--- src/rtl/fp_issue_ctrl_pkg.sv ---
// ----------------------------------------------------------------------------
// fp_issue_ctrl_pkg
// Shared definitions for the FP issue/writeback controller:
//   - default latency, issue gap, register count and register-file width
//   - fp_inflight_t : one in-flight op record {v, rd, rd_en} at the default
//     register count
//   - sat_inc16     : saturating 16-bit increment used by the statistics
//     counters
// ----------------------------------------------------------------------------
package fp_issue_ctrl_pkg;

    localparam int FP_LATENCY_DEF   = 2;
    localparam int FP_ISSUE_GAP_DEF = 2;
    localparam int FP_NUM_REGS      = 32;
    localparam int FP_REG_IDX_W     = $clog2(FP_NUM_REGS);
    localparam int FP_REGFILE_WIDTH = 32;

    typedef struct packed {
        logic                    v;
        logic [FP_REG_IDX_W-1:0] rd;
        logic                    rd_en;
    } fp_inflight_t;

    // Increment that sticks at all-ones instead of wrapping.
    function automatic logic [15:0] sat_inc16(input logic [15:0] val);
        logic [15:0] res;
        if (val == 16'hFFFF) begin
            res = val;
        end else begin
            res = val + 16'd1;
        end
        return res;
    endfunction

endpackage

--- src/rtl/fp_scoreboard.sv ---
// ----------------------------------------------------------------------------
// fp_scoreboard
// One pending bit per FP register. A bit is set when an op writing that
// register issues and cleared when that op writes back. When set and clear
// target the same index in one cycle, the set wins.
// Ports:
//   clk, rst           clock, asynchronous active-high reset (clears all bits)
//   set_en / set_idx   mark a destination pending
//   clr_en / clr_idx   release a destination at writeback
//   rs1_idx/rs1_pend   read port for source 1
//   rs2_idx/rs2_pend   read port for source 2
//   rd_idx /rd_pend    read port for the destination (WAW check)
// ----------------------------------------------------------------------------
module fp_scoreboard #(
    parameter int NUM_REGS = 32,
    parameter int IDX_W    = $clog2(NUM_REGS)
) (
    input  logic             clk,
    input  logic             rst,
    input  logic             set_en,
    input  logic [IDX_W-1:0] set_idx,
    input  logic             clr_en,
    input  logic [IDX_W-1:0] clr_idx,
    input  logic [IDX_W-1:0] rs1_idx,
    input  logic [IDX_W-1:0] rs2_idx,
    input  logic [IDX_W-1:0] rd_idx,
    output logic             rs1_pend,
    output logic             rs2_pend,
    output logic             rd_pend
);

    logic [NUM_REGS-1:0] pend_r;
    logic [NUM_REGS-1:0] set_mask_s;
    logic [NUM_REGS-1:0] clr_mask_s;
    logic [NUM_REGS-1:0] pend_next_s;

    // Decode set/clear requests into one-hot masks and form the next state.
    always_comb begin
        set_mask_s = '0;
        clr_mask_s = '0;
        if (set_en) begin
            set_mask_s[set_idx] = 1'b1;
        end else begin
            set_mask_s = '0;
        end
        if (clr_en) begin
            clr_mask_s[clr_idx] = 1'b1;
        end else begin
            clr_mask_s = '0;
        end
        // Clear first, then set, so a same-index collision leaves the bit set.
        pend_next_s = (pend_r & ~clr_mask_s) | set_mask_s;
    end

    // Pending-bit register.
    always_ff @(posedge clk or posedge rst) begin
        if (rst) begin
            pend_r <= '0;
        end else begin
            pend_r <= pend_next_s;
        end
    end

    // Read ports see the registered state only, so no bypass from writeback.
    always_comb begin
        rs1_pend = pend_r[rs1_idx];
        rs2_pend = pend_r[rs2_idx];
        rd_pend  = pend_r[rd_idx];
    end

endmodule

--- src/rtl/fp_issue_ctrl.sv ---
// ----------------------------------------------------------------------------
// fp_issue_ctrl
// Decode-side issue/writeback controller for the FP execute unit (FEX).
// Accepts decoded ops on dec_valid/dec_ready, strobes fp_inst_valid on the
// issue cycle, tracks in-flight ops in an FP_LATENCY-deep pipe and presents
// the destination index plus FEX result at writeback. A per-register pending
// scoreboard stalls RAW and WAW hazards; a shadow model of FEX busy and
// busy_er raises a sticky proto_err on disagreement.
//
// Optional feature macro: FP_ISSUE_STATS_EN
//   defined   : stat_issued / stat_stall saturating 16-bit counters
//   undefined : stat_* tied to 0, no counter flops
//
// Ports:
//   clk, rst                     clock, asynchronous active-high reset
//   dec_valid / dec_ready        decoded op handshake (dec_ready combinational)
//   dec_rs1/rs2, dec_rs1/2_en    source indices and read enables
//   dec_rd, dec_rd_en            destination index and write enable
//   fp_inst_valid                issue strobe to FEX
//   fex_busy, fex_busy_er        FEX busy / early busy release
//   fex_result, fex_err          FEX result and error at writeback
//   wb_valid, wb_rd, wb_data,
//   wb_err                       writeback to the register file
//   proto_err                    sticky busy-mismatch flag
//   stat_issued, stat_stall      statistics counters
// ----------------------------------------------------------------------------
module fp_issue_ctrl
    import fp_issue_ctrl_pkg::*;
#(
    parameter int FP_LATENCY    = FP_LATENCY_DEF,
    parameter int ISSUE_GAP     = FP_ISSUE_GAP_DEF,
    parameter int NUM_REGS      = FP_NUM_REGS,
    parameter int REGFILE_WIDTH = FP_REGFILE_WIDTH,
    parameter int REG_IDX_W     = $clog2(NUM_REGS)
) (
    input  logic                     clk,
    input  logic                     rst,
    input  logic                     dec_valid,
    output logic                     dec_ready,
    input  logic [REG_IDX_W-1:0]     dec_rs1,
    input  logic [REG_IDX_W-1:0]     dec_rs2,
    input  logic                     dec_rs1_en,
    input  logic                     dec_rs2_en,
    input  logic [REG_IDX_W-1:0]     dec_rd,
    input  logic                     dec_rd_en,
    output logic                     fp_inst_valid,
    input  logic                     fex_busy,
    input  logic                     fex_busy_er,
    input  logic [REGFILE_WIDTH-1:0] fex_result,
    input  logic                     fex_err,
    output logic                     wb_valid,
    output logic [REG_IDX_W-1:0]     wb_rd,
    output logic [REGFILE_WIDTH-1:0] wb_data,
    output logic                     wb_err,
    output logic                     proto_err,
    output logic [15:0]              stat_issued,
    output logic [15:0]              stat_stall
);

    localparam int GAP_W = (ISSUE_GAP > 1) ? $clog2(ISSUE_GAP) : 1;
    localparam logic [GAP_W-1:0] GAP_LOAD = GAP_W'(ISSUE_GAP - 1);

    // In-flight record sized to this instance's register count.
    typedef struct packed {
        logic                 v;
        logic [REG_IDX_W-1:0] rd;
        logic                 rd_en;
    } inflight_t;

    inflight_t [FP_LATENCY-1:0] pipe_r;
    inflight_t                  head_s;
    inflight_t                  tail_s;

    logic [GAP_W-1:0] gap_cnt_r;
    logic             gap_ok_s;
    logic             haz_s;
    logic             issue_s;
    logic             rs1_pend_s;
    logic             rs2_pend_s;
    logic             rd_pend_s;
    logic             clr_en_s;
    logic             exp_busy_s;
    logic             exp_er_s;
    logic             mismatch_s;
    logic             proto_err_r;

    fp_scoreboard #(
        .NUM_REGS (NUM_REGS),
        .IDX_W    (REG_IDX_W)
    ) u_scoreboard (
        .clk      (clk),
        .rst      (rst),
        .set_en   (issue_s & dec_rd_en),
        .set_idx  (dec_rd),
        .clr_en   (clr_en_s),
        .clr_idx  (tail_s.rd),
        .rs1_idx  (dec_rs1),
        .rs2_idx  (dec_rs2),
        .rd_idx   (dec_rd),
        .rs1_pend (rs1_pend_s),
        .rs2_pend (rs2_pend_s),
        .rd_pend  (rd_pend_s)
    );

    // Issue decision: minimum gap elapsed and no RAW/WAW hazard on the offered op.
    always_comb begin
        haz_s    = (dec_rs1_en & rs1_pend_s) | (dec_rs2_en & rs2_pend_s) | (dec_rd_en & rd_pend_s);
        gap_ok_s = (gap_cnt_r == '0);
        // Held low while in reset so nothing can be accepted into a clearing pipe.
        if (rst) begin
            dec_ready = 1'b0;
        end else begin
            dec_ready = gap_ok_s & ~haz_s;
        end
        issue_s       = dec_valid & dec_ready;
        fp_inst_valid = issue_s;
    end

    // Head entry entering the pipe and tail entry leaving it.
    always_comb begin
        head_s.v     = issue_s;
        head_s.rd    = dec_rd;
        head_s.rd_en = dec_rd_en;
        tail_s       = pipe_r[FP_LATENCY-1];
        clr_en_s     = tail_s.v & tail_s.rd_en;
    end

    // Issue-gap down-counter.
    always_ff @(posedge clk or posedge rst) begin
        if (rst) begin
            gap_cnt_r <= '0;
        end else if (issue_s) begin
            gap_cnt_r <= GAP_LOAD;
        end else if (gap_cnt_r != '0) begin
            gap_cnt_r <= gap_cnt_r - GAP_W'(1);
        end else begin
            gap_cnt_r <= gap_cnt_r;
        end
    end

    // In-flight shift register; the tail lines up with the FEX result cycle.
    always_ff @(posedge clk or posedge rst) begin
        if (rst) begin
            pipe_r <= '0;
        end else begin
            pipe_r[0] <= head_s;
            for (int i = 1; i < FP_LATENCY; i++) begin
                pipe_r[i] <= pipe_r[i-1];
            end
        end
    end

    // Writeback: data and error pass through only while the tail is valid.
    always_comb begin
        wb_valid = tail_s.v;
        wb_rd    = tail_s.rd;
        if (tail_s.v) begin
            wb_data = fex_result;
            wb_err  = fex_err;
        end else begin
            wb_data = '0;
            wb_err  = 1'b0;
        end
    end

    // Shadow FEX busy model: busy covers the issue cycle and the one after,
    // early release is the cycle after issue.
    always_comb begin
        exp_busy_s = issue_s | pipe_r[0].v;
        exp_er_s   = pipe_r[0].v;
        mismatch_s = (exp_busy_s != fex_busy) | (exp_er_s != fex_busy_er);
    end

    // Sticky protocol error flag; only reset clears it.
    always_ff @(posedge clk or posedge rst) begin
        if (rst) begin
            proto_err_r <= 1'b0;
        end else begin
            proto_err_r <= proto_err_r | mismatch_s;
        end
    end

    assign proto_err = proto_err_r;

`ifdef FP_ISSUE_STATS_EN
    logic [15:0] stat_issued_r;
    logic [15:0] stat_stall_r;

    // Saturating issue and stall-cycle counters.
    always_ff @(posedge clk or posedge rst) begin
        if (rst) begin
            stat_issued_r <= 16'h0000;
            stat_stall_r  <= 16'h0000;
        end else begin
            if (issue_s) begin
                stat_issued_r <= sat_inc16(stat_issued_r);
            end else begin
                stat_issued_r <= stat_issued_r;
            end
            if (dec_valid & ~dec_ready) begin
                stat_stall_r <= sat_inc16(stat_stall_r);
            end else begin
                stat_stall_r <= stat_stall_r;
            end
        end
    end

    assign stat_issued = stat_issued_r;
    assign stat_stall  = stat_stall_r;
`else
    assign stat_issued = 16'h0000;
    assign stat_stall  = 16'h0000;
`endif

endmodule

--- config.mk ---
export PLATFORM = sky130hd
export DESIGN_NAME = fp_issue_ctrl
export DESIGN_NICKNAME = d
export VERILOG_FILES = /design/src/rtl/fp_issue_ctrl_pkg.sv /design/src/rtl/fp_scoreboard.sv /design/src/rtl/fp_issue_ctrl.sv
export SDC_FILE = /design/constraint.sdc
export NUM_CORES = 1
export LEC_CHECK = 0
export BUFFER_PORTS_ARGS = -buffer_cell sky130_fd_sc_hd__buf_2
export CORE_MARGIN = 8
export CORE_UTILIZATION = 43
export DETAILED_ROUTE_END_ITERATION = 10
export PLACE_DENSITY = 0.71
export SLEW_MARGIN = 30
export SYNTH_ARGS = -nofsm -noshare
export SYNTH_HDL_FRONTEND = slang
export SYNTH_SLANG_ARGS = --single-unit
--- constraint.sdc ---
create_clock -name clk -period 4.8 [get_ports clk]
set_clock_uncertainty 0.15 [all_clocks]
set_input_delay 0.48 -clock clk [delete_from_list [all_inputs] [get_ports clk]]
set_output_delay 0.48 -clock clk [all_outputs]
set_load 0.01 [all_outputs]
# After elaboration in Yosys (flattened, before gate mapping)
# Index checks and enable logic that the tools add are counted.
# word_totals
out_inout_bits	74
in_bits	56
ff_bits	48
elab_cells	54
# op_classes
order_cmp	6
n_bitwise	17
eq_ne	2
muxes	17
n_reduce_logical	2
addsub	1
# op_table
operator	n
$mux W32	3
$and A32 B32 Y32	1
$not A32 Y32	1
$or A32 B32 Y32	1
$lt A5 B6 Y1 const B	4
$bmux W1 S5	3
$demux W1 S5	2
$ge A5 B1 Y1 const B	2
$mux W1	9
$and A1 B1 Y1	7
$or A1 B1 Y1	5
$logic_and A1 B1 Y1	2
$ne A1 B1 Y1	2
$not A1 Y1	2
$sub A1 B1 Y1 const B	1

# Depth between registers and ports, before layout
# Gate-level depths: netlist (run 1).
# logic_depth
word_depth	13
ltp_mapped	8
mapped_depth_nobuf	6

# Modules after synthesis
# From an unflattened synthesis (run 1), not the netlist that was laid out.
# hier_totals
cells_unflattened	351
area_unflattened_um2	3243.1
# by_module_without_submodules
mod	area_each_um2	seq_area_each_um2	cells_each	n_inst
fp_scoreboard	2282.2	800.8	250	1
fp_issue_ctrl	960.9	375.4	101	1

# Worst setup path after synthesis (run 1)
# No wires, ideal clock.
# synth_timing
path_type	in2out
startpoint	in dec_rs1[1]
endpoint	out fp_inst_valid
required_time_ns	4.170
arrival_ns	2.264
slack_ns	1.906
stages	6
path_cell_list	clkbuf_1 > mux4_2 > mux2i_1 > a22oi_1 > a311oi_2 > and3_2
# synth_via
elab_chain_len	9
# synth_rtl
element	line	text
from (decl)	fp_issue_ctrl.sv:40	input logic [REG_IDX_W-1:0] dec_rs1,
$bmux W1 S5	fp_scoreboard.sv:66	rs1_pend = pend_r[rs1_idx];
$mux W1 (implied by the code)	fp_scoreboard.sv:66	
$and A1 B1 Y1	fp_issue_ctrl.sv:107	haz_s = (dec_rs1_en & rs1_pend_s) | (dec_rs2_en & rs2_pend_s) | (dec_rd_en & rd_pend_s);
$or A1 B1 Y1 (2 in a row)	fp_issue_ctrl.sv:107	
$not A1 Y1	fp_issue_ctrl.sv:113	dec_ready = gap_ok_s & ~haz_s;
$and A1 B1 Y1	fp_issue_ctrl.sv:113	
$mux W1	fp_issue_ctrl.sv:110	if (rst) begin
$and A1 B1 Y1	fp_issue_ctrl.sv:115	issue_s = dec_valid & dec_ready;
to (decl)	fp_issue_ctrl.sv:46	output logic fp_inst_valid,
# No other way between the ends. The select of a mux whose other input is x is not followed.

# Worst setup path after layout (run 1)
# layout_timing
startpoint	in dec_rd[1]
endpoint	out fp_inst_valid
# layout_via
elab_chain_len	8
# layout_rtl
element	line	text
from (decl)	fp_issue_ctrl.sv:44	input logic [REG_IDX_W-1:0] dec_rd,
$bmux W1 S5	fp_scoreboard.sv:68	rd_pend = pend_r[rd_idx];
$mux W1 (implied by the code)	fp_scoreboard.sv:68	
$and A1 B1 Y1	fp_issue_ctrl.sv:107	
$or A1 B1 Y1	fp_issue_ctrl.sv:107	
$not A1 Y1	fp_issue_ctrl.sv:113	
$and A1 B1 Y1	fp_issue_ctrl.sv:113	
$mux W1	fp_issue_ctrl.sv:110	
$and A1 B1 Y1	fp_issue_ctrl.sv:115	
# No other way between the ends. The select of a mux whose other input is x is not followed.

==> results of run 1 <==
-- logic make-up after synthesis --
kind of cell | after synthesis
multiplexers | 43
flip-flops | 47
AND/OR/NAND/NOR | 118
buffers and inverters | 62
AO/OA/AOI/OAI | 79
other | 1
-- layout by cell type (no fill, tap or decap), types with 2 or more instances in the layout --
| cell type | synthesis | final |
|---|---|---|
| and2_1 | 35 | 35 |
| or3b_2 | 4 | 4 |
| mux2i_1 | 26 | 26 |
| nor2_1 | 7 | 7 |
| buf_2 | 1 | 97 |
| nor2b_1 | 3 | 3 |
| nor4_1 | 2 | 2 |
| o21ai_2 | 28 | 28 |
| mux4_1 | 8 | 8 |
| nand3b_1 | 7 | 7 |
| nand3_1 | 2 | 2 |
| clkbuf_8 | 0 | 7 |
| or3_1 | 3 | 3 |
| o22ai_1 | 8 | 8 |
| conb_1 | 1 | 32 |
| o21ai_0 | 34 | 34 |
| nor3b_1 | 3 | 3 |
| nand4b_1 | 2 | 2 |
| nand2_1 | 39 | 39 |
| o21ai_1 | 2 | 2 |
| dfrtp_1 | 47 | 47 |
| inv_1 | 4 | 3 |
| mux4_2 | 8 | 8 |
| nand4_1 | 2 | 2 |
| o211a_1 | 2 | 2 |
-- synth_stat cells, types with 2 or more instances --
library cell  number
dfrtp_1           47
nand2_1           39
buf_4             37
and2_1            35
o21ai_0           34
o21ai_2           28
mux2i_1           26
clkbuf_1          12
mux4_1             8
mux4_2             8
o22ai_1            8
nand3b_1           7
nor2_1             7
buf_1              4
buf_6              4
inv_1              4
or3b_2             4
nor2b_1            3
nor3b_1            3
or3_1              3
nand3_1            2
nand4_1            2
nand4b_1           2
nor4_1             2
o211a_1            2
o21ai_1            2
-- routing by layer --
layer	vias up	global-route usage (%)	wire length, um
li1	1350	-	-
met1	1434	20.0	3890
met2	175	30.9	5110
met3	25	4.89	1040
met4	0	7.54	272
met5	-	0	0
-- layout make-up --
class / instances / area [um^2] / share of cell area, %
multi-input cells: 272 / 2010 / 51.2
flip-flops and latches: 47 / 1180 / 29.9
repair buffers: 98 / 493 / 12.5
well taps: 102 / 128 / 3.25
clock buffers: 7 / 96.3 / 2.45
inverters: 4 / 15.0 / 0.382
clock inverters: 1 / 7.51 / 0.191
-- per-stage QoR --
stage	power (mW)	util [%]
after floorplan	0.566	-
after global placement	0.601	49.2
after detailed placement	0.606	49.2
after CTS	0.879	50.6
after global routing	0.910	50.6
final	0.872	50.6
-- worst max path at each step --
stage | start | end | slack [ps] | cells past startpoint
after floorplan | dec_rs1[1] | fp_inst_valid | 1910 | 6
after global placement | dec_rs2[1] | u_scoreboard.pend_r[0]$_DFF_PP0_ | 1510 | 7
after detailed placement | dec_rd[1] | u_scoreboard.pend_r[31]$_DFF_PP0_ | 1400 | 7
after CTS | u_scoreboard.pend_r[27]$_DFF_PP0_ | fp_inst_valid | 1630 | 6
after global routing | dec_rd[1] | fp_inst_valid | 1490 | 7
final | dec_rd[1] | fp_inst_valid | 1580 | 7
-- critical path, cell delays in order --
cell     delay [ps]
buf_2           430
mux2i_1         300
o22ai_1         100
nor4_1          590
o221a_2         340
and3_2          200
buf_2           140
-- power breakdown --
| group | total (mW) | internal [mW] | switching (mW) |
|---|---|---|---|
| sequential | 0.436 | 0.413 | 0.0232 |
| combinational | 0.164 | 0.0690 | 0.0950 |
| clock | 0.271 | 0.131 | 0.140 |
| total | 0.872 | 0.613 | 0.258 |
-- registers in the layout (all words and copies together) (netlist names) --
| signal | count |
|---|---|
| proto_err | 1 |
| gap_cnt_r | 1 |
| u_scoreboard.pend_r | 32 |
| pipe_r | 7 |
| wb_rd | 5 |
| wb_valid | 1 |
==> summary.md, run 1 <==
| Metric | Value |
|---|---|
| Critical Path End Type | output pin |
| Leakage | ~1.7 nW |
| Cell accounting for the most synthesized area | dfrtp_1 |
| Vias/cell | approximately 5.6 |
| Fmax | between 300 and 400 MHz |
| Warnings, synthesis | 0 |
| CTS max path bufs | 2 |
| Xor/xnor share of the synthesized area | 0% |
| FF-to-FF path depth | 6 |
| Core Footprint | 7770 um^2 |
| Port bufs | between 90 and 100 |
| Post-Layout Cell Count | around 530 |
| Period utilisation layout | ~67% |
| HP Class | in -> reg |
| RePlAce Congestion | just under 0.9 |
| Die Height | roughly 110 um |
| Slew headroom | a little over two fifths |
| Hold buffer count at CTS | 0 |
| Diodes inserted | 0 |
| Post-Synth Adder-Cell Area | 0% |
| Finished layout cell area | ~3900 um^2 |
| Worst Path Max Fanout | 21 |
| DR pass1 iterations | 4 |
| R2R Path Start | u_scoreboard.pend_r[27]$_DFF_PP0_ |
| Vias in the first global route | between 3000 and 4000 |
| Routed Antenna Nets | 0 |
| Initial drt markers | 187 |
| Minimum clock period | around 3200 ps |
| R2R Setup Slk | approximately 1700 ps |
| Top post-synthesis cells by area | dfrtp_1 34%, buf_4 8.0%, mux2i_1 7.5% |
| Post-CTS resize count | 0 |
| HPWL after DPL | 7920 um |
| Power Density | between 200 and 250 nW/um^2 |
| Min-delay src | dec_rd_en |
| Placed inst area | 3820 um^2 |
| Setup Crit Path Kind | in -> out |
| Cell at the root of the clock tree | clkbuf_8 |
| Synth Area in Compound Gates | about 16% |
| Syn Std Cell Area | 3480 um^2 |
| Worst endpoint required time | 4170 ps |
| Final hold slack | 177 ps |
| Area Growth Syn to Fin | 13.0% |
| Fillcell total | 734 |
| Max Slew Vio Count | 0 |
| DR vias | roughly 3000 |
| Post-Synthesis Cells | 350 |
| Starting Density | 44.7% |
| First-pass GRT wire length | approximately 16000 um |
| Worst setup SP type | input pin |
| Reg2reg end | u_scoreboard.pend_r[0]$_DFF_PP0_ |
| VDD IR max | roughly 0.085 mV |
| Post-synth top flop | dfrtp_1 |
| Status | finished, final reports clean |
| Post-Syn Area per Cell | 9.93 um^2 |
| Hold Path Cell Cnt | 1 |
| GR Overflow Total | 0 |
| Final worst slack | 1580 ps |
| Die Wd | between 100 and 150 um |
| Placed instance count | roughly 520 |
| Simple-gate area share of the yosys netlist | approximately 19% |
| Largest family of logic cells by synthesized area | simple AND/OR/NAND/NOR gates |
| # setup viols final | 0 |
| Total negative slack | 0 ps |
| Clk Latency, worst-skew pair | 310 ps |
| DRT Wirelength | 10300 um |
| Num Clock Sinks | 47 |
| Hold Path End | pipe_r[0]$_DFF_PP0_ |
| Setup WS pre-CTS | about 1400 ps |
| Postcts setup bufs | 0 |
| Share of layout cells above drive strength 1 | 35.7% |
| Max-Cap Viols | 0 |
| TritonCTS Buffers | 5 |
| CTS tree | built |
| # rows | 32 |
| Ys async rst share | 100% |
| Antenna violations before repair | 0 |
| Drt drc | 0 |
| Mux contribution to synthesized area | around a fifth |
| H-tree depth | 2 |
| Total track usage | 17.7% |
| Top cell type's share of synthesized area | between 30% and 40% |
| CP Data Arrival Time | 2590 ps |
| RSZ-0062 raised after global routing | false |
| Seq/Total Area, Yosys | approximately a third |
| Pin count of the biggest net entering global routing | 48 |
| Die area | 11200 um^2 |
| Final Hold Viols | 0 |
| # nets final | roughly 480 |
| # IOs | 130 |
| Routed wire per std cell | between 15 and 20 um |
| Slew of the pin with the lowest slew margin | 848 ps |
| Yosys cell types | 43 |
| Clock slew at reported path FFs | ~90 ps |
| #FFs+latches synth | 47 |
| EDFF count, synth | 0 |
No activity file was read; power rests on OpenSTA's default activity.
==> inputs of run 2 (changes only) <==
- clock period: 4.8 -> 3.2 ns (I/O delays scaled with it)
==> summary.md, run 2 (synthesis gave the netlist of run 1 again) <==
| Metric | Value |
|---|---|
| Status | finished, final reports clean |
| First-pass GRT wire length | 16200 um (+1.2%) |
| DRT Wirelength | 10400 um (+0.34%) |
| Met2 Usage GRT | 30.7% (-0.27 points) |
| Final Hold Viols | 0 (unchanged) |
| Diodes inserted | 0 (unchanged) |
| Commonest non-fill, non-tap cell in the layout | buf_2 |
| Die Height | 106 um (unchanged) |
| Sequential power share | 48.5% (-1.5 points) |
| DR vias | 2979 (-0.17%) |
| Num Clock Sinks | 47 (unchanged) |
| Clock slew at reported path FFs | 100 ps (about the same) |
| Finished layout cell area | 3960 um^2 (+0.86%) |
| Port bufs | 97 (unchanged) |
| Hold Path Cell Cnt | 1 (unchanged) |
| Fmax | about 330 MHz |
| Die Wd | 106 um (unchanged) |
| Worst Path Max Fanout | 4 (-81%) |
| GR peak layer | met2 |
| Slew of the pin with the lowest slew margin | 857 ps (+9.75 ps) |
| H-tree depth | 2 (unchanged) |
| Peak per-stage delay on the critical path | 490 ps (-100 ps) |
| Slew headroom | 42.7% (-0.65 points) |
| Most frequent cells in the layout | 97 x buf_2, 47 x dfrtp_1, 39 x nand2_1 |
| Psw | 0.388 mW (+50%) |
| Total negative slack | 0 ps (unchanged) |
| # nets final | 487 (+0.62%) |
| Combinational power share | 18.5% (-0.3 points) |
| Initial drt markers | 192 (+2.7%) |
| CTS max path bufs | 2 (unchanged) |
| GR Overflow Total | 0 (unchanged) |
| M3 GR Usage | 4.89% (unchanged) |
| Setup Crit Path Kind | reg -> out |
| Clk Latency, worst-skew pair | 310 ps (about the same) |
| RePlAce Congestion | 0.946 (+6.3%) |
| Critical path's top delay family | multiplexers |
| Minimum clock period | about 3000 ps |
| R2R Setup Slk | 410 ps (-1320 ps) |
| Max Slew Vio Count | 0 (unchanged) |
| HP Class | in -> reg |
| Share of layout cells above drive strength 1 | 36.1% (+0.45 points) |
| R2R Path Start | u_scoreboard.pend_r[27]$_DFF_PP0_ |
| Total track usage | 18.0% (+0.26 points) |
| Vias in the first global route | 2981 (-1.2%) |
| Reg2reg end | u_scoreboard.pend_r[0]$_DFF_PP0_ |
| Number of flip-flops in the largest register | 32 (unchanged) |
| Total power | 1.34 mW (+54%) |
| Pin count of the biggest net entering global routing | 38 (-21%) |
| Starting Density | 44.7% (unchanged) |
| Routed Antenna Nets | 0 (unchanged) |
| Final hold slack | 25.6 ps (-151 ps) |
| Share of total power in the clock network | 33.0% (+1.9 points) |
| Leakage | 1.68 nW (+1.5%) |
| Hold Path End | pipe_r[0]$_DFF_PP0_ |
| TritonCTS Buffers | 5 (unchanged) |
| CTS tree | built |
| Internal | 0.957 mW (+56%) |
| VDD IR max | 0.157 mV (+84%) |
| FF-to-FF path depth | 7 (+1) |
| Cell at the root of the clock tree | clkbuf_8 |
| Largest register by flop count | u_scoreboard.pend_r |
| Worst endpoint required time | 2730 ps (-1440 ps) |
| DR pass1 iterations | 4 (unchanged) |
| Core Footprint | 7770 um^2 (unchanged) |
| Buf/Inv on CP | 1 (-1) |
| # rows | 32 (unchanged) |
| Post-CTS resize count | 0 (unchanged) |
| HPWL after DPL | 7920 um (about the same) |
| Drt drc | 0 (unchanged) |
| Period utilisation layout | a little over nine tenths |
| # IOs | 130 (unchanged) |
| Critical Path End Type | output pin |
| GR Util met1 | 20.8% (+0.88 points) |
| Power Density | 339 nW/um^2 (+53%) |
| CP Data Arrival Time | 2560 ps (-30 ps) |
| RSZ-0062 raised after global routing | false |
| Worst setup SP type | flop |
| # setup viols final | 0 (unchanged) |
| Die area | 11200 um^2 (unchanged) |
| Min-delay src | dec_rd_en |
| CP max-delay cell | mux4_2 |
| Crit path cell chain | mux4_2 > mux2i_1 > a22oi_1 > a311oi_2 > and3_2 > buf_2 |
| Placed inst area | 3840 um^2 (+0.39%) |
| Vias/cell | 5.58 (-0.73%) |
| Routed wire per std cell | 19.4 um (-0.22%) |
| Switching share of power | 28.8% (-0.83 points) |
| Antenna violations before repair | 0 (unchanged) |
| Max-Cap Viols | 0 (unchanged) |
| Area Growth Syn to Fin | 14.0% |
## run 2: layer usage
layer / part of all wire [%] / wire, um / up-vias
met5: 0 / 0 / -
met4: 2.9 / 296 / 0
met3: 12 / 1200 / 22
met2: 48 / 4990 / 170
met1: 37 / 3870 / 1434
li1: - / - / 1353
## run 2: power by group through the flow
stage / clock network, mW / registers, mW / logic (mW)
final: 0.443 / 0.653 / 0.249
after global routing: 0.471 / 0.655 / 0.275
after CTS: 0.447 / 0.651 / 0.248
after detailed placement: 0 / 0.663 / 0.246
after global placement: 0 / 0.662 / 0.240
after floorplan: 0 / 0.648 / 0.201
## run 2: how the worst max path moves through the flow
| stage | start | end | slack (ps) | cells past startpoint |
|---|---|---|---|---|
| after global routing | u_scoreboard.pend_r[7]$_DFF_PP0_ | fp_inst_valid | 20 | 6 |
| after floorplan | dec_rs1[1] | fp_inst_valid | 630 | 6 |
| after detailed placement | dec_rs2[1] | u_scoreboard.pend_r[0]$_DFF_PP0_ | 280 | 8 |
| final | u_scoreboard.pend_r[6]$_DFF_PP0_ | fp_inst_valid | 170 | 6 |
| after global placement | dec_rs2[1] | u_scoreboard.pend_r[0]$_DFF_PP0_ | 420 | 8 |
| after CTS | u_scoreboard.pend_r[27]$_DFF_PP0_ | fp_inst_valid | 170 | 6 |
## run 2: timing repair
| action | CTS | global route |
|---|---|---|
| hold buffers | 1 | 0 |
| buffers inserted | 0 | 0 |
| hold endpoints to repair | 5 | 0 |
| endpoints found under the setup margin | 0 | 0 |
## run 2: stage by stage
step	util (%)	std cells	worst slack [ps]
after floorplan	-	381	626
after global placement	49.4	525	415
after detailed placement	49.4	525	280
after CTS	51.0	534	171
after global routing	51.0	534	23.9
final	51.0	534	174
## run 2: cell type report
cell class                      count  area, um^2
Tap cell                          102         128
Timing Repair Buffer              101         518
Sequential cell                    47        1180
Multi-Input combinational cell    272        2010
Fill cell                         746        3800
Clock inverter                      3        43.8
Clock buffer                        5        68.8
Inverter                            4        15.0
==> inputs of run 3 (changes only) <==
- PLACE_DENSITY: 0.71 -> 0.79
- SETUP_SLACK_MARGIN: not set -> 0.15
==> summary.md, run 3 (synthesis gave the netlist of run 1 again) <==
| Metric | Value |
|---|---|
| Crit path cell chain | mux4_1 > mux4_2 > and3_4 > a31oi_4 > and3_4 > buf_2 |
| FF-to-FF path depth | 7 (unchanged) |
| Most frequent cells in the layout | 97 x buf_2, 46 x dfrtp_1, 39 x nand2_1 |
| Diodes inserted | 0 (unchanged) |
| Critical path's top delay family | multiplexers |
| Area of the multi-input gates | 2020 um^2 (+0.19%) |
| Worst Path Max Fanout | 4 (unchanged) |
| Num Clock Sinks | 47 (unchanged) |
| Die Height | 106 um (unchanged) |
| Initial drt markers | 142 (-26%) |
| R2R Setup Slk | 340 ps (-70 ps) |
| Setup Crit Path Kind | reg -> out |
| # IOs | 130 (unchanged) |
| Routed wire per std cell | 18.6 um (-4.0%) |
| Starting Density | 44.7% (unchanged) |
| Fillcell total | 711 (-4.7%) |
| Die area | 11200 um^2 (unchanged) |
| Worst endpoint required time | 2730 ps (about the same) |
| DR vias | 2919 (-2.0%) |
| Fmax | 335 MHz (+1.3%) |
| Port bufs | 97 (unchanged) |
| Slew headroom | 48.1% (+5.4 points) |
| CP Data Arrival Time | 2520 ps (-40 ps) |
| Worst setup SP type | flop |
| Max-Cap Viols | 0 (unchanged) |
| H-tree depth | 2 (unchanged) |
| Power Density | 317 nW/um^2 (-6.7%) |
| Reg area | 1180 um^2 (+0.11%) |
| Core Footprint | 7770 um^2 (unchanged) |
| CTS max path bufs | 2 (unchanged) |
| GR Overflow Total | 0 (unchanged) |
| HP Class | in -> reg |
| # nets final | 488 (+0.21%) |
| Slew of the pin with the lowest slew margin | 779 ps (-78.7 ps) |
| Antenna violations before repair | 0 (unchanged) |
| Final Hold Viols | 0 (unchanged) |
| Period utilisation layout | 93.3% (-1.2 points) |
| Total track usage | 17.4% (-0.62 points) |
| HPWL after DPL | 7740 um (-2.4%) |
| CP max-delay cell | mux4_1 |
| Setup crit end | fp_inst_valid |
| Most frequent CP cell | and3_4 |
| Minimum clock period | 2990 ps (-39.7 ps) |
| First-pass GRT wire length | 16000 um (-1.6%) |
| Max Slew Vio Count | 0 (unchanged) |
| Cell at the root of the clock tree | clkbuf_8 |
| Crit path from | u_scoreboard.pend_r[26]$_DFF_PP0_ |
| Share of layout cells above drive strength 1 | 36.0% (-0.083 points) |
| Commonest non-fill, non-tap cell in the layout | buf_2 |
| DRT Wirelength | 9960 um (-3.8%) |
| Switching share of power | 29.7% (+0.91 points) |
| Leakage | 1.66 nW (-1.1%) |
| Clk Latency, worst-skew pair | 300 ps (about the same) |
| Share of total power in the clock network | 27.9% (-5.1 points) |
| CTS tree | built |
| R2R Path Start | u_scoreboard.pend_r[26]$_DFF_PP0_ |
| Clock slew at reported path FFs | 80 ps (-20 ps) |
| Sequential power share | 52.4% (+3.9 points) |
| Critical Path End Type | output pin |
| VDD IR max | 0.259 mV (+65%) |
| Pin count of the biggest net entering global routing | 38 (unchanged) |
| Drt drc | 0 (unchanged) |
| Vias/cell | 5.46 (-2.2%) |
| RSZ-0062 raised after global routing | false |
| Die Wd | 106 um (unchanged) |
| DR pass1 iterations | 4 (unchanged) |
| Largest register by flop count | u_scoreboard.pend_r |
| Psw | 0.372 mW (-4.1%) |
| # setup viols final | 0 (unchanged) |
| Number of flip-flops in the largest register | 32 (unchanged) |
| Fin util | 50.8% (-0.19 points) |
| Buf/Inv on CP | 1 (unchanged) |
| RePlAce Congestion | 0.895 (-5.4%) |
| Worst path depth | 6 (unchanged) |
| Area Growth Syn to Fin | 13.6% |
| Vias in the first global route | 2905 (-2.5%) |
| Status | finished, final reports clean |
| Peak per-stage delay on the critical path | 540 ps (+50 ps) |
| Total negative slack | 0 ps (unchanged) |
| TritonCTS Buffers | 5 (unchanged) |
| Routed Antenna Nets | 0 (unchanged) |
| Reg2reg end | u_scoreboard.pend_r[8]$_DFF_PP0_ |
| Total power | 1.25 mW (-7.0%) |
| # rows | 32 (unchanged) |
| Internal | 0.878 mW (-8.2%) |
| Combinational power share | 19.7% (+1.2 points) |
[run 3: power by group through the flow]
| stage | clock, mW | sequential (mW) | combinational, mW |
|---|---|---|---|
| 2_1_floorplan | 0 | 0.648 | 0.201 |
| 3_3_place_gp | 0 | 0.664 | 0.235 |
| 3_5_place_dp | 0 | 0.665 | 0.241 |
| 4_1_cts | 0.354 | 0.654 | 0.243 |
| 5_1_grt | 0.374 | 0.659 | 0.271 |
| 6_report | 0.349 | 0.655 | 0.246 |
[run 3: area by class of cell]
cell class / instances / share of cell area (%)
repair buffers: 102 / 13.3
flip-flops and latches: 47 / 29.8
clock buffers: 6 / 1.84
multi-input cells: 272 / 51.1
well taps: 102 / 3.23
inverters: 4 / 0.380
clock inverters: 2 / 0.317
[run 3: worst min-delay path by stage]
stage                             start                  end  slack (ps)  cells past startpoint
floorplan           pipe_r[0]$_DFF_PP0_  pipe_r[7]$_DFF_PP0_         180                      0
global placement    pipe_r[1]$_DFF_PP0_   wb_rd[0]$_DFF_PP0_         180                      0
detailed placement  pipe_r[5]$_DFF_PP0_   wb_rd[4]$_DFF_PP0_         190                      0
CTS                           dec_rd_en  pipe_r[0]$_DFF_PP0_          40                      1
global route                  dec_rd_en  pipe_r[0]$_DFF_PP0_          40                      1
finish                        dec_rd_en  pipe_r[0]$_DFF_PP0_          40                      1
[run 3: worst reg2reg max path, delay by kind of cell (launching register included)]
family	cells	cell delay (ps)
compound gates	2	410
buf+inv	1	350
mux	2	1010
flops	1	440
simple gates	2	440
[run 3: metal layers]
layer | share of wire (%) | vias to the layer above | wire [um] | track usage, %
met3 | 11 | 8 | 1140 | 6.04
met2 | 48 | 152 | 4740 | 28.8
li1 | - | 1358 | - | -
met4 | 0.95 | 0 | 95 | 3.62
met5 | 0 | - | 0 | 0
met1 | 40 | 1401 | 3980 | 21.4
[run 3: what timing repair did]
action	CTS	global route
endpoints found under the hold margin	17	0
endpoints found under the setup margin	0	1
resized for setup	0	2
buffers inserted	0	2
hold buffers	1	0
[run 3: stage by stage]
step | setup slack, ps | instance area [um^2] | hold WS (ps) | std cells
after CTS | 186 | 3930 | 37.6 | 533
after floorplan | 626 | 3590 | 181 | 381
after global routing | 153 | 3950 | 35.2 | 535
after global placement | 304 | 3830 | 181 | 524
final | 214 | 3950 | 42.4 | 535
after detailed placement | 209 | 3830 | 187 | 524
